**src/rtl/fp32_div_pkg.sv**
```systemverilog
// Shared constants, FSM state encoding and operand classes for the fp32
// sequential divider.
package fp32_div_pkg;

  localparam int          EXP_W   = 8;
  localparam int          FRAC_W  = 23;
  localparam int          BIAS    = 127;
  localparam int          Q_BITS  = 25;
  localparam logic [7:0]  EXP_MAX = 8'hFF;
  localparam logic [31:0] QNAN    = 32'h7FC0_0000;
  localparam logic [30:0] INF_MAG  = 31'h7F80_0000;
  localparam logic [30:0] ZERO_MAG = 31'h0000_0000;

  typedef enum logic [1:0] {
    S_IDLE = 2'd0,
    S_DIV  = 2'd1,
    S_RND  = 2'd2,
    S_DONE = 2'd3
  } state_t;

  typedef enum logic [1:0] {
    CLS_ZERO = 2'd0,
    CLS_NORM = 2'd1,
    CLS_INF  = 2'd2,
    CLS_NAN  = 2'd3
  } cls_t;

  // Denormals (exponent 0) are deliberately folded into the zero class.
  function automatic cls_t classify(input logic [31:0] x);
    if (x[30:23] == '0)                 return CLS_ZERO;
    else if (x[30:23] != EXP_MAX)       return CLS_NORM;
    else if (x[FRAC_W-1:0] == '0)       return CLS_INF;
    else                                return CLS_NAN;
  endfunction

endpackage

```
**src/rtl/fp32_div_mant_core.sv**
```systemverilog
// Radix-2 restoring significand divider: one quotient bit per step strobe.
// Shift-left-after-subtract keeps the remainder below 2*divisor (25 bits).
module fp32_div_mant_core
  import fp32_div_pkg::*;
(
  input  logic        clk,
  input  logic        rst,
  input  logic        load,
  input  logic        step,
  input  logic [24:0] rem_init,
  input  logic [23:0] divisor,
  output logic [24:0] q,
  output logic        sticky,
  output logic        last
);

  logic [24:0] rem_q, rem_d;
  logic [24:0] q_q, q_d;
  logic [23:0] mb_q, mb_d;
  logic [4:0]  cnt_q, cnt_d;
  logic [24:0] diff;

  always_comb begin
    rem_d = rem_q;
    q_d   = q_q;
    mb_d  = mb_q;
    cnt_d = cnt_q;
    diff  = rem_q - {1'b0, mb_q};
    if (load) begin
      rem_d = rem_init;
      q_d   = '0;
      mb_d  = divisor;
      cnt_d = '0;
    end else if (step) begin
      if (rem_q >= {1'b0, mb_q}) begin
        q_d   = {q_q[23:0], 1'b1};
        rem_d = {diff[23:0], 1'b0};
      end else begin
        q_d   = {q_q[23:0], 1'b0};
        rem_d = {rem_q[23:0], 1'b0};
      end
      cnt_d = cnt_q + 5'd1;
    end
  end

  always_ff @(posedge clk or posedge rst) begin
    if (rst) begin
      rem_q <= '0;
      q_q   <= '0;
      mb_q  <= '0;
      cnt_q <= '0;
    end else begin
      rem_q <= rem_d;
      q_q   <= q_d;
      mb_q  <= mb_d;
      cnt_q <= cnt_d;
    end
  end

  assign q      = q_q;
  assign sticky = (rem_q != '0);
  assign last   = (cnt_q == 5'(Q_BITS - 1));

endmodule

```
**src/rtl/fp32_seq_divider.sv**
```systemverilog
// Iterative fp32 divider top: handshake FSM, operand classification,
// exponent prescale and round-to-nearest-even pack.
module fp32_seq_divider
  import fp32_div_pkg::*;
(
  input  logic        clk,
  input  logic        rst,
  input  logic        in_valid,
  output logic        in_ready,
  input  logic [31:0] A,
  input  logic [31:0] B,
  output logic        out_valid,
  input  logic        out_ready,
  output logic [31:0] C,
  output logic        error_flag,
  output logic [1:0]  dbg_state
);

  // Handshake: a transfer happens on a rising edge where valid & ready are
  // both high; valid, once raised, is held with stable data until that edge.
  state_t             state_q, state_d;
  logic               in_ready_q, in_ready_d;
  logic               out_valid_q, out_valid_d;
  logic [31:0]        c_q, c_d;
  logic               err_q, err_d;
  logic               sign_q, sign_d;
  cls_t               cls_a_q, cls_a_d, cls_b_q, cls_b_d;
  logic signed [9:0]  exp_q, exp_d;

  logic [23:0]        ma, mb;
  logic               pre_lt;
  logic [24:0]        rem_init;
  logic               load, step, last, sticky;
  logic [24:0]        q;

  logic               rnd_up, carry;
  logic [24:0]        mant_sum;
  logic [22:0]        frac;
  logic signed [9:0]  exp_r;
  logic [31:0]        res_c;
  logic               res_err;

  assign ma       = {1'b1, A[FRAC_W-1:0]};
  assign mb       = {1'b1, B[FRAC_W-1:0]};
  assign pre_lt   = (ma < mb);
  assign rem_init = pre_lt ? {ma, 1'b0} : {1'b0, ma};

  fp32_div_mant_core u_core (
    .clk      (clk),
    .rst      (rst),
    .load     (load),
    .step     (step),
    .rem_init (rem_init),
    .divisor  (mb),
    .q        (q),
    .sticky   (sticky),
    .last     (last)
  );

  // q[24] is the integer bit, q[23:1] the fraction, q[0] the guard bit.
  always_comb begin
    rnd_up   = q[0] & (sticky | q[1]);
    mant_sum = {1'b0, q[24:1]} + {24'd0, rnd_up};
    carry    = mant_sum[24];
    frac     = carry ? mant_sum[23:1] : mant_sum[22:0];
    exp_r    = exp_q + {9'd0, carry};
    res_c    = {sign_q, exp_r[7:0], frac};
    res_err  = 1'b0;
    if (cls_a_q == CLS_NAN || cls_b_q == CLS_NAN ||
        (cls_a_q == CLS_ZERO && cls_b_q == CLS_ZERO) ||
        (cls_a_q == CLS_INF && cls_b_q == CLS_INF)) begin
      res_c   = QNAN;
      res_err = 1'b1;
    end else if (cls_a_q == CLS_INF) begin
      res_c = {sign_q, INF_MAG};
    end else if (cls_b_q == CLS_ZERO) begin
      res_c   = {sign_q, INF_MAG};
      res_err = 1'b1;
    end else if (cls_a_q == CLS_ZERO || cls_b_q == CLS_INF) begin
      res_c = {sign_q, ZERO_MAG};
    end else if (exp_r >= 10'sd255) begin
      res_c   = {sign_q, INF_MAG};
      res_err = 1'b1;
    end else if (exp_r <= 10'sd0) begin
      res_c   = {sign_q, ZERO_MAG};
      res_err = 1'b1;
    end
  end

  always_comb begin
    state_d     = state_q;
    in_ready_d  = in_ready_q;
    out_valid_d = out_valid_q;
    c_d         = c_q;
    err_d       = err_q;
    sign_d      = sign_q;
    cls_a_d     = cls_a_q;
    cls_b_d     = cls_b_q;
    exp_d       = exp_q;
    load        = 1'b0;
    step        = 1'b0;
    case (state_q)
      S_IDLE: begin
        if (in_valid) begin
          load       = 1'b1;
          sign_d     = A[31] ^ B[31];
          cls_a_d    = classify(A);
          cls_b_d    = classify(B);
          exp_d      = {2'b00, A[30:23]} - {2'b00, B[30:23]} + 10'(BIAS)
                       - {9'd0, pre_lt};
          in_ready_d = 1'b0;
          state_d    = S_DIV;
        end
      end
      S_DIV: begin
        step = 1'b1;
        if (last) state_d = S_RND;
      end
      S_RND: begin
        c_d         = res_c;
        err_d       = res_err;
        out_valid_d = 1'b1;
        state_d     = S_DONE;
      end
      S_DONE: begin
        if (out_ready) begin
          out_valid_d = 1'b0;
          in_ready_d  = 1'b1;
          state_d     = S_IDLE;
        end
      end
      default: state_d = S_IDLE;
    endcase
  end

  always_ff @(posedge clk or posedge rst) begin
    if (rst) begin
      state_q     <= S_IDLE;
      in_ready_q  <= 1'b1;
      out_valid_q <= 1'b0;
      c_q         <= '0;
      err_q       <= 1'b0;
      sign_q      <= 1'b0;
      cls_a_q     <= CLS_ZERO;
      cls_b_q     <= CLS_ZERO;
      exp_q       <= '0;
    end else begin
      state_q     <= state_d;
      in_ready_q  <= in_ready_d;
      out_valid_q <= out_valid_d;
      c_q         <= c_d;
      err_q       <= err_d;
      sign_q      <= sign_d;
      cls_a_q     <= cls_a_d;
      cls_b_q     <= cls_b_d;
      exp_q       <= exp_d;
    end
  end

  assign in_ready   = in_ready_q;
  assign out_valid  = out_valid_q;
  assign C          = c_q;
  assign error_flag = err_q;
  assign dbg_state  = state_q;

endmodule

```
**config.mk**
```make
export PLATFORM = sky130hd
export DESIGN_NAME = fp32_seq_divider
export DESIGN_NICKNAME = d
export VERILOG_FILES = /design/src/rtl/fp32_div_pkg.sv /design/src/rtl/fp32_div_mant_core.sv /design/src/rtl/fp32_seq_divider.sv
export SDC_FILE = /design/constraint.sdc
export NUM_CORES = 1
export LEC_CHECK = 0
export ABC_AREA = 0
export ABC_CLOCK_PERIOD_IN_PS = 3900
export BUFFER_PORTS_ARGS = -buffer_cell sky130_fd_sc_hd__buf_2
export CAP_MARGIN = 30
export CELL_PAD_IN_SITES_DETAIL_PLACEMENT = 1
export CELL_PAD_IN_SITES_GLOBAL_PLACEMENT = 2
export CORE_ASPECT_RATIO = 1.25
export CORE_MARGIN = 3
export CORE_UTILIZATION = 33
export CTS_CLUSTER_DIAMETER = 30
export CTS_CLUSTER_SIZE = 14
export DETAILED_ROUTE_END_ITERATION = 7
export PLACE_DENSITY = 0.79
export RECOVER_POWER = 100
export SYNTH_ARGS = -nofsm -noshare
export SYNTH_HDL_FRONTEND = slang
export SYNTH_HIERARCHICAL = 1
export SYNTH_SLANG_ARGS = --single-unit
```
**constraint.sdc**
```tcl
create_clock -name clk -period 3.9 [get_ports clk]
set_input_delay 0.975 -clock clk [delete_from_list [all_inputs] [get_ports clk]]
set_output_delay 0.975 -clock clk [all_outputs]
set_load 0.005 [all_outputs]
```
After elaboration in Yosys (flattened, before gate mapping)
Index checks and enable logic that the tools add are counted.

operators by class
  $add $sub $neg = 7
  $lt $le $gt $ge = 4
  equal/unequal tests = 13
  mux-type cells = 40
  bitwise operators = 3
  reductions and logical operators = 21

operator list
  operator                                                                              count
  31-bit 2-to-1 mux                                                                     5
  25-bit 2-to-1 mux                                                                     6
  23-bit zero test                                                                      2
  32-bit 2-to-1 mux                                                                     1
  24-bit by 1-bit adder with 25-bit output                                              1
  25-bit by 24-bit greater-or-equal comparator with 1-bit output                        1
  25-bit nonzero test                                                                   1
  24-bit < comparator                                                                   1
  24-bit subtractor                                                                     1
  23-bit 2-to-1 mux                                                                     1
  8-bit zero test                                                                       2
  8-bit != test, second input constant                                                  2
  1-bit 2-to-1 mux                                                                      15
  2-bit 2-to-1 mux                                                                      7
  2-bit == test, second input constant                                                  6
  10-bit by 1-bit adder with 10-bit output                                              1
  9-bit by 8-bit adder with 10-bit output, second input constant                        1
  10-bit by 9-bit greater-or-equal comparator with 1-bit output, second input constant  1
  10-bit by 1-bit less-or-equal comparator with 1-bit output, second input constant     1
  5-bit 2-to-1 mux                                                                      2
  10-bit by 1-bit subtractor with 10-bit output                                         1
  8-bit by 8-bit subtractor with 9-bit output                                           1
  2-bit case mux with 4 select lines                                                    1
  2-bit zero test                                                                       3
  other kinds (13)                                                                      24

storage, ports and cells
  register bits after elaboration = 131
  bits of input ports = 68

Longest topological paths before layout
  depth after elaboration = 12
  depth in mapped cells = 19
  depth with buffers taken out = 19

Hierarchy
Netlist, hierarchy kept.

by module, submodules not included
  module              times used  cells each  area an instance (µm²)  sequential area each (µm²)
  fp32_div_mant_core  1           549         4850.9                  1976.9
  fp32_seq_divider    1           545         4682.0                  1302.5

Worst setup path after synthesis
No wires, ideal clock.

  path type = in2reg
  start = in B[17]
  end = reg exp_q[9]
  setup time = 110 ps
  arrival time = 4067 ps
  required time = 3790 ps
  path slack = -278 ps
  cell stages on the path = 18
  path buffers = 1
  cell sequence = inv_1 -> ha_1 -> a211oi_1 -> o21ai_0 -> o2111ai_1 -> o211ai_1 -> a21oi_2 -> buf_2 -> inv_1 -> ha_1 -> ha_1 -> fa_1 -> a21o_1 -> a21oi_1 -> o21bai_1 -> a21oi_1 -> nor2b_1 -> o41ai_1

on the way
  longest elaborated chain between the ends = 2

RTL lines
  item                                           RTL line                 text
  start: declaration                             fp32_seq_divider.sv:11   input logic [31:0] B,
  24-bit < comparator                            fp32_seq_divider.sv:45   assign pre_lt = (ma < mb);
  via pre_lt                                     fp32_seq_divider.sv:31   logic pre_lt;
  10-bit by 1-bit subtractor with 10-bit output  fp32_seq_divider.sv:110  - {9'd0, pre_lt};
  end signal: assignment                         fp32_seq_divider.sv:156  exp_q <= exp_d;
  end: declaration                               fp32_seq_divider.sv:28   logic signed [9:0] exp_q, exp_d;

The timed path passes the listed nets, and every way through them passes these cells.
A chain may end at the register's enable or synchronous reset.

Final worst setup path
  start = reg u_core.rem_q[9]
  end = reg err_q (netlist: error_flag)

on the way
  longest elaborated chain between the ends = 12
  elaborated cells on any way between the ends = 13
  those cells by class = add/sub: 2; order compare: 2; mux: 6; bitwise: 2; reduce/logical: 1

RTL lines
  item                                                        RTL line                  text
  start: declaration                                          fp32_div_mant_core.sv:17  logic [24:0] rem_q, rem_d;
  start signal: assignment                                    fp32_div_mant_core.sv:53  rem_q <= rem_d;
  25-bit nonzero test (*)                                     fp32_div_mant_core.sv:61  assign sticky = (rem_q != '0);
  via sticky                                                  fp32_seq_divider.sv:33    logic load, step, last, sticky;
  1-bit bitwise OR (*)                                        fp32_seq_divider.sv:62    rnd_up = q[0] & (sticky | q[1]);
  1-bit AND (*)                                               fp32_seq_divider.sv:62
  24-bit by 1-bit adder with 25-bit output (*)                fp32_seq_divider.sv:63    mant_sum = {1'b0, q[24:1]} + {24'd0, rnd_up};
  10-bit by 1-bit adder with 10-bit output (*)                fp32_seq_divider.sv:66    exp_r = exp_q + {9'd0, carry};
  10-bit by 1-bit less-or-equal comparator with 1-bit output  fp32_seq_divider.sv:84    end else if (exp_r <= 10'sd0) begin
  1-bit 2-to-1 mux                                            fp32_seq_divider.sv:84
  1-bit 2-to-1 mux (*)                                        fp32_seq_divider.sv:81    end else if (exp_r >= 10'sd255) begin
  1-bit 2-to-1 mux (*)                                        fp32_seq_divider.sv:79    end else if (cls_a_q == CLS_ZERO || cls_b_q == CLS_INF) begin
  1-bit 2-to-1 mux (*)                                        fp32_seq_divider.sv:76    end else if (cls_b_q == CLS_ZERO) begin
  1-bit 2-to-1 mux (*)                                        fp32_seq_divider.sv:74    end else if (cls_a_q == CLS_INF) begin
  1-bit 2-to-1 mux (*)                                        fp32_seq_divider.sv:69    if (cls_a_q == CLS_NAN || cls_b_q == CLS_NAN ||
  end signal: assignment                                      fp32_seq_divider.sv:152   err_q <= err_d;
  end: declaration                                            fp32_seq_divider.sv:25    logic err_q, err_d;

The timed path passes the listed nets; every way through them passes the cells marked *.

==> impl_metrics.csv <==
group,metric,value,unit
outcome,status,"complete, but fails checks",
outcome,violations,"max-capacitance violations, max-slew violations, negative setup slack",
yosys,synth-edff-count,0,
yosys,syn_inst,1094,
yosys,synth_ff_type,"dfrtp_1",
power_and_ir_drop,peakVddDrop,0.282,mV
clock_tree,clk_pin_slew,60,ps
critical_path,reg2reg_setup_slack,-120,ps
timing,hold_viol,0,
critical_path,endpoint_kind,"flip-flop",
grt,grt_pass1_vias,9039,
power_and_ir_drop,switching_power,0.00419,W
yosys,yosysWarnings,6,
clock_tree,postCtsHoldBufs,0,
grt,grt_most_used_layer,"met2",
die,rows,68,
detailed_routing,first_pass_iters,4,
critical_path,critical_path_class,"flip-flop to flip-flop",
power_and_ir_drop,leakagePower,5.32,nW
timing,worstMarginPinSlew,2030,ps
detailed_routing,ant_nets,0,
die,dieHeight,196,um
critical_path,crit_slowest_cell,"or4_4",
clock_tree,cts_buffers,17,
timing,finalSetupViolCount,30,
timing,fmax,249,MHz
timing,relSlewSlack,-35.9,%
power_and_ir_drop,clockPowerShare,20.3,%
yosys,syn_area,9530,sq um
grt,grt_max_degree,129,
die,core-area,28100,sq um
yosys,synth_largest_area_cell,"dfrtp_1",
critical_path,cp_common_cell,"ha_4",
timing,clock_skew,11.8,ps
final_layout,drive_above_1_share,22.1,%
critical_path,slowest_delay,540,ps
yosys,syn_nets,1238,
critical_path,arrival,4390,ps
yosys,synth_area_leaders,"dfrtp_1 (34%), ha_1 (9.6%), inv_1 (4.4%), o21ai_0 (4.4%), mux2i_1 (4.0%)",
critical_path,timing.rr.end,"error_flag$_DFFE_PP0P_",
timing,rsz0062_at_grt,"true",
clock_tree,root_buffer,"clkbuf_16",
yosys,ys_seq_area_share,34.4,%
yosys,yosysUniqueCellTypes,81,
detailed_routing,drc,0,
die,start_util,34.0,%
yosys,postSynthAreaPerCell,8.71,sq um
detailed_routing,drtIter0Drc,352,
critical_path,path_cells,"or4_4 -> nor4_2 -> buf_4 -> nand4_1 -> o21a_1 -> ha_4 -> ha_4 -> nand4_1 -> nor4_4 -> nand2_4 -> inv_4 -> ha_4 -> ha_4 -> or3_1 -> a211oi_2 -> o2111ai_2 -> o221a_4 -> a211o_1 -> nand2_1",
final_layout,num-fill-cells,3329,
worst_hold_path,hold_start,"C[30]$_DFFE_PP0P_",
grt,use_met1,22.7,%
clock_tree,clockBufferDepth,2,
detailed_routing,vias_per_cell,5.31,
timing,maxSlewViolCount,72,
final_layout,nets,1406,
detailed_routing,wl,29700,um
critical_path,cp_top_family,"simple AND/OR/NAND/NOR gates",
power_and_ir_drop,p_int,0.00527,W
detailed_routing,dr_total_vias,8631,
run,cap_violations,2,
grt,grt_pass1_wl,47800,um
die,ios,105,
placed_design,numPortBuffers,104,
critical_path,reg2reg_depth,19,
worst_hold_path,hp-class,"flip-flop to flip-flop",
final_layout,diodes,0,
critical_path,required,4270,ps
clock_tree,cts_tree,"done",
critical_path,worst_setup_path_start_kind,"flip-flop",
timing,finalWorstSetupSlack,-119,ps
detailed_routing,wl_per_cell,18.3,um
power_and_ir_drop,comb_power_share,55.9,%
placed_design,preCtsSetupSlack,-283,ps
power_and_ir_drop,switching_share,44.3,%
critical_path,r2r_start,"u_core/rem_q[9]$_DFFE_PP0P_",
yosys,ys_seq_elements,131,
power_and_ir_drop,power_frac_seq,23.8,%
critical_path,crit_fanout,6,
clock_tree,clkSinkCount,131,
critical_path,critPathBufInv,2,
final_layout,final_cell_area,11800,sq um
grt,grtUsageTotal,19.4,%
power_and_ir_drop,power_density,800,nW/um^2
final_layout,area_growth,24.1,%
grt,antenna_found_initial,1,
power_and_ir_drop,total_power,0.00946,W
clock_tree,insertion_delay,430,ps
timing,min_period_over_period,103,%
worst_hold_path,min_path_cells,1,
grt,grt_overflow,0,
die,die-area,31000,sq um
die,die_w,158,um
grt,use_met2,35.3,%
timing,final.min_clock_period,4020,ps
grt,grt_use_met3,3.02,%
placed_design,place_congestion,0.871,
yosys,synth_top_area_share,34.1,%
yosys,async_flop_share,100,%
placed_design,hpwl,22800,um
clock_tree,cts_htree_levels,4,
worst_hold_path,holdPathEnd,"C[30]$_DFFE_PP0P_",
placed_design,placed_area,11100,sq um
per-layer routing:
metal  up-vias  part of all wire [%]
li1       4214                     -
met3        38                   3.0
met5         -                 0.044
met4         2                   2.7
met1      4245                    41
met2       132                    53
cell type report:
class	count	area, sq um	area share, %
multi-input cells	803	5820	49.2
flip-flops and latches	131	3280	27.7
repair buffers	195	1150	9.73
clock buffers	19	453	3.83
inverters	114	445	3.77
well taps	350	438	3.70
clock inverters	13	241	2.04
Yosys cell counts (9+ instances only):
| master | instances |
|---|---|
| nor4_1 | 20 |
| ha_1 | 73 |
| mux2_2 | 28 |
| o211ai_1 | 9 |
| nand4_1 | 20 |
| mux2i_1 | 38 |
| nand2_1 | 101 |
| o21ai_0 | 84 |
| a21o_1 | 12 |
| nor3_1 | 16 |
| a211oi_1 | 9 |
| o22ai_1 | 21 |
| clkbuf_1 | 30 |
| xor2_1 | 29 |
| nor2_1 | 83 |
| inv_1 | 112 |
| a21oi_1 | 55 |
| nand3_1 | 24 |
| o21ai_1 | 9 |
| dfrtp_1 | 130 |
| xnor2_1 | 27 |
placed cells by master, fill, tap and decap left out, drive strengths merged, types with 21 or more instances in the layout:
cell type / count
ha: 73
clkbuf: 55
inv: 117
nand3: 28
xnor2: 28
dfrtp: 130
buf: 159
mux2i: 38
nand2: 103
o22ai: 22
o21ai: 94
xor2: 29
nor2: 83
nor4: 21
mux2: 28
a21oi: 56
logic make-up after synthesis:
family / count (synthesis) / synth area share [%]
xor gates and xnor gates: 57 / 5.43
muxes: 66 / 7.30
buffers and inverters: 160 / 6.71
and+or+nand+nor: 330 / 17.5
AOI/OAI and AO/OA: 273 / 18.5
other: 1 / 0.0393
adders and majority gates: 76 / 10.2
DFF: 131 / 34.4
stage by stage:
stage          hold WS [ps]  util [%]  std cells  TNS, ps
2_1_floorplan           449         -       1094    -24.5
3_3_place_gp            459      39.5       1583    -4690
3_5_place_dp            471      39.5       1584    -7270
4_1_cts                 485      42.4       1621    -1590
5_1_grt                 505      42.1       1625    -8760
6_report                478      42.1       1625    -1910
state kept, by name, indices dropped and copies added (netlist names):
signal / flops
cls_b_q: 2
C: 32
u_core/cnt_q: 5
dbg_state: 2
u_core/q: 25
out_valid: 1
sign_q: 1
u_core/mb_q: 24
in_ready: 1
exp_q: 10
cls_a_q: 2
error_flag: 1
u_core/rem_q: 25
power groups by stage:
| stage | clock network [W] | registers, W | logic [W] |
|---|---|---|---|
| 2_1_floorplan | 0 | 0.00211 | 0.00396 |
| 3_3_place_gp | 0 | 0.00223 | 0.00521 |
| 3_5_place_dp | 0 | 0.00226 | 0.00531 |
| 4_1_cts | 0.00196 | 0.00225 | 0.00539 |
| 5_1_grt | 0.00201 | 0.00232 | 0.00597 |
| 6_report | 0.00192 | 0.00225 | 0.00529 |
worst max path at each step:
stage / startpoint / depth (start not counted) / slack, ps / endpoint
after floorplan: B[7] / 17 / -20 / exp_q[9]$_DFFE_PP0P_
after global placement: u_core/rem_q[5]$_DFFE_PP0P_ / 20 / -200 / C[6]$_DFFE_PP0P_
after detailed placement: u_core/rem_q[5]$_DFFE_PP0P_ / 20 / -280 / C[20]$_DFFE_PP0P_
after CTS: u_core/rem_q[8]$_DFFE_PP0P_ / 19 / -90 / error_flag$_DFFE_PP0P_
after global routing: u_core/rem_q[8]$_DFFE_PP0P_ / 20 / -260 / C[16]$_DFFE_PP0P_
final: u_core/rem_q[9]$_DFFE_PP0P_ / 19 / -120 / error_flag$_DFFE_PP0P_
timing repair:
action | 4_1_cts | 5_1_grt
cloned | 0 | 0
endpoints found under the setup margin | 31 | 33
setup buffers | 5 | 4
gates resized for setup | 11 | 7
pin swaps | 21 | 4
No activity file was read; power rests on OpenSTA's default activity.
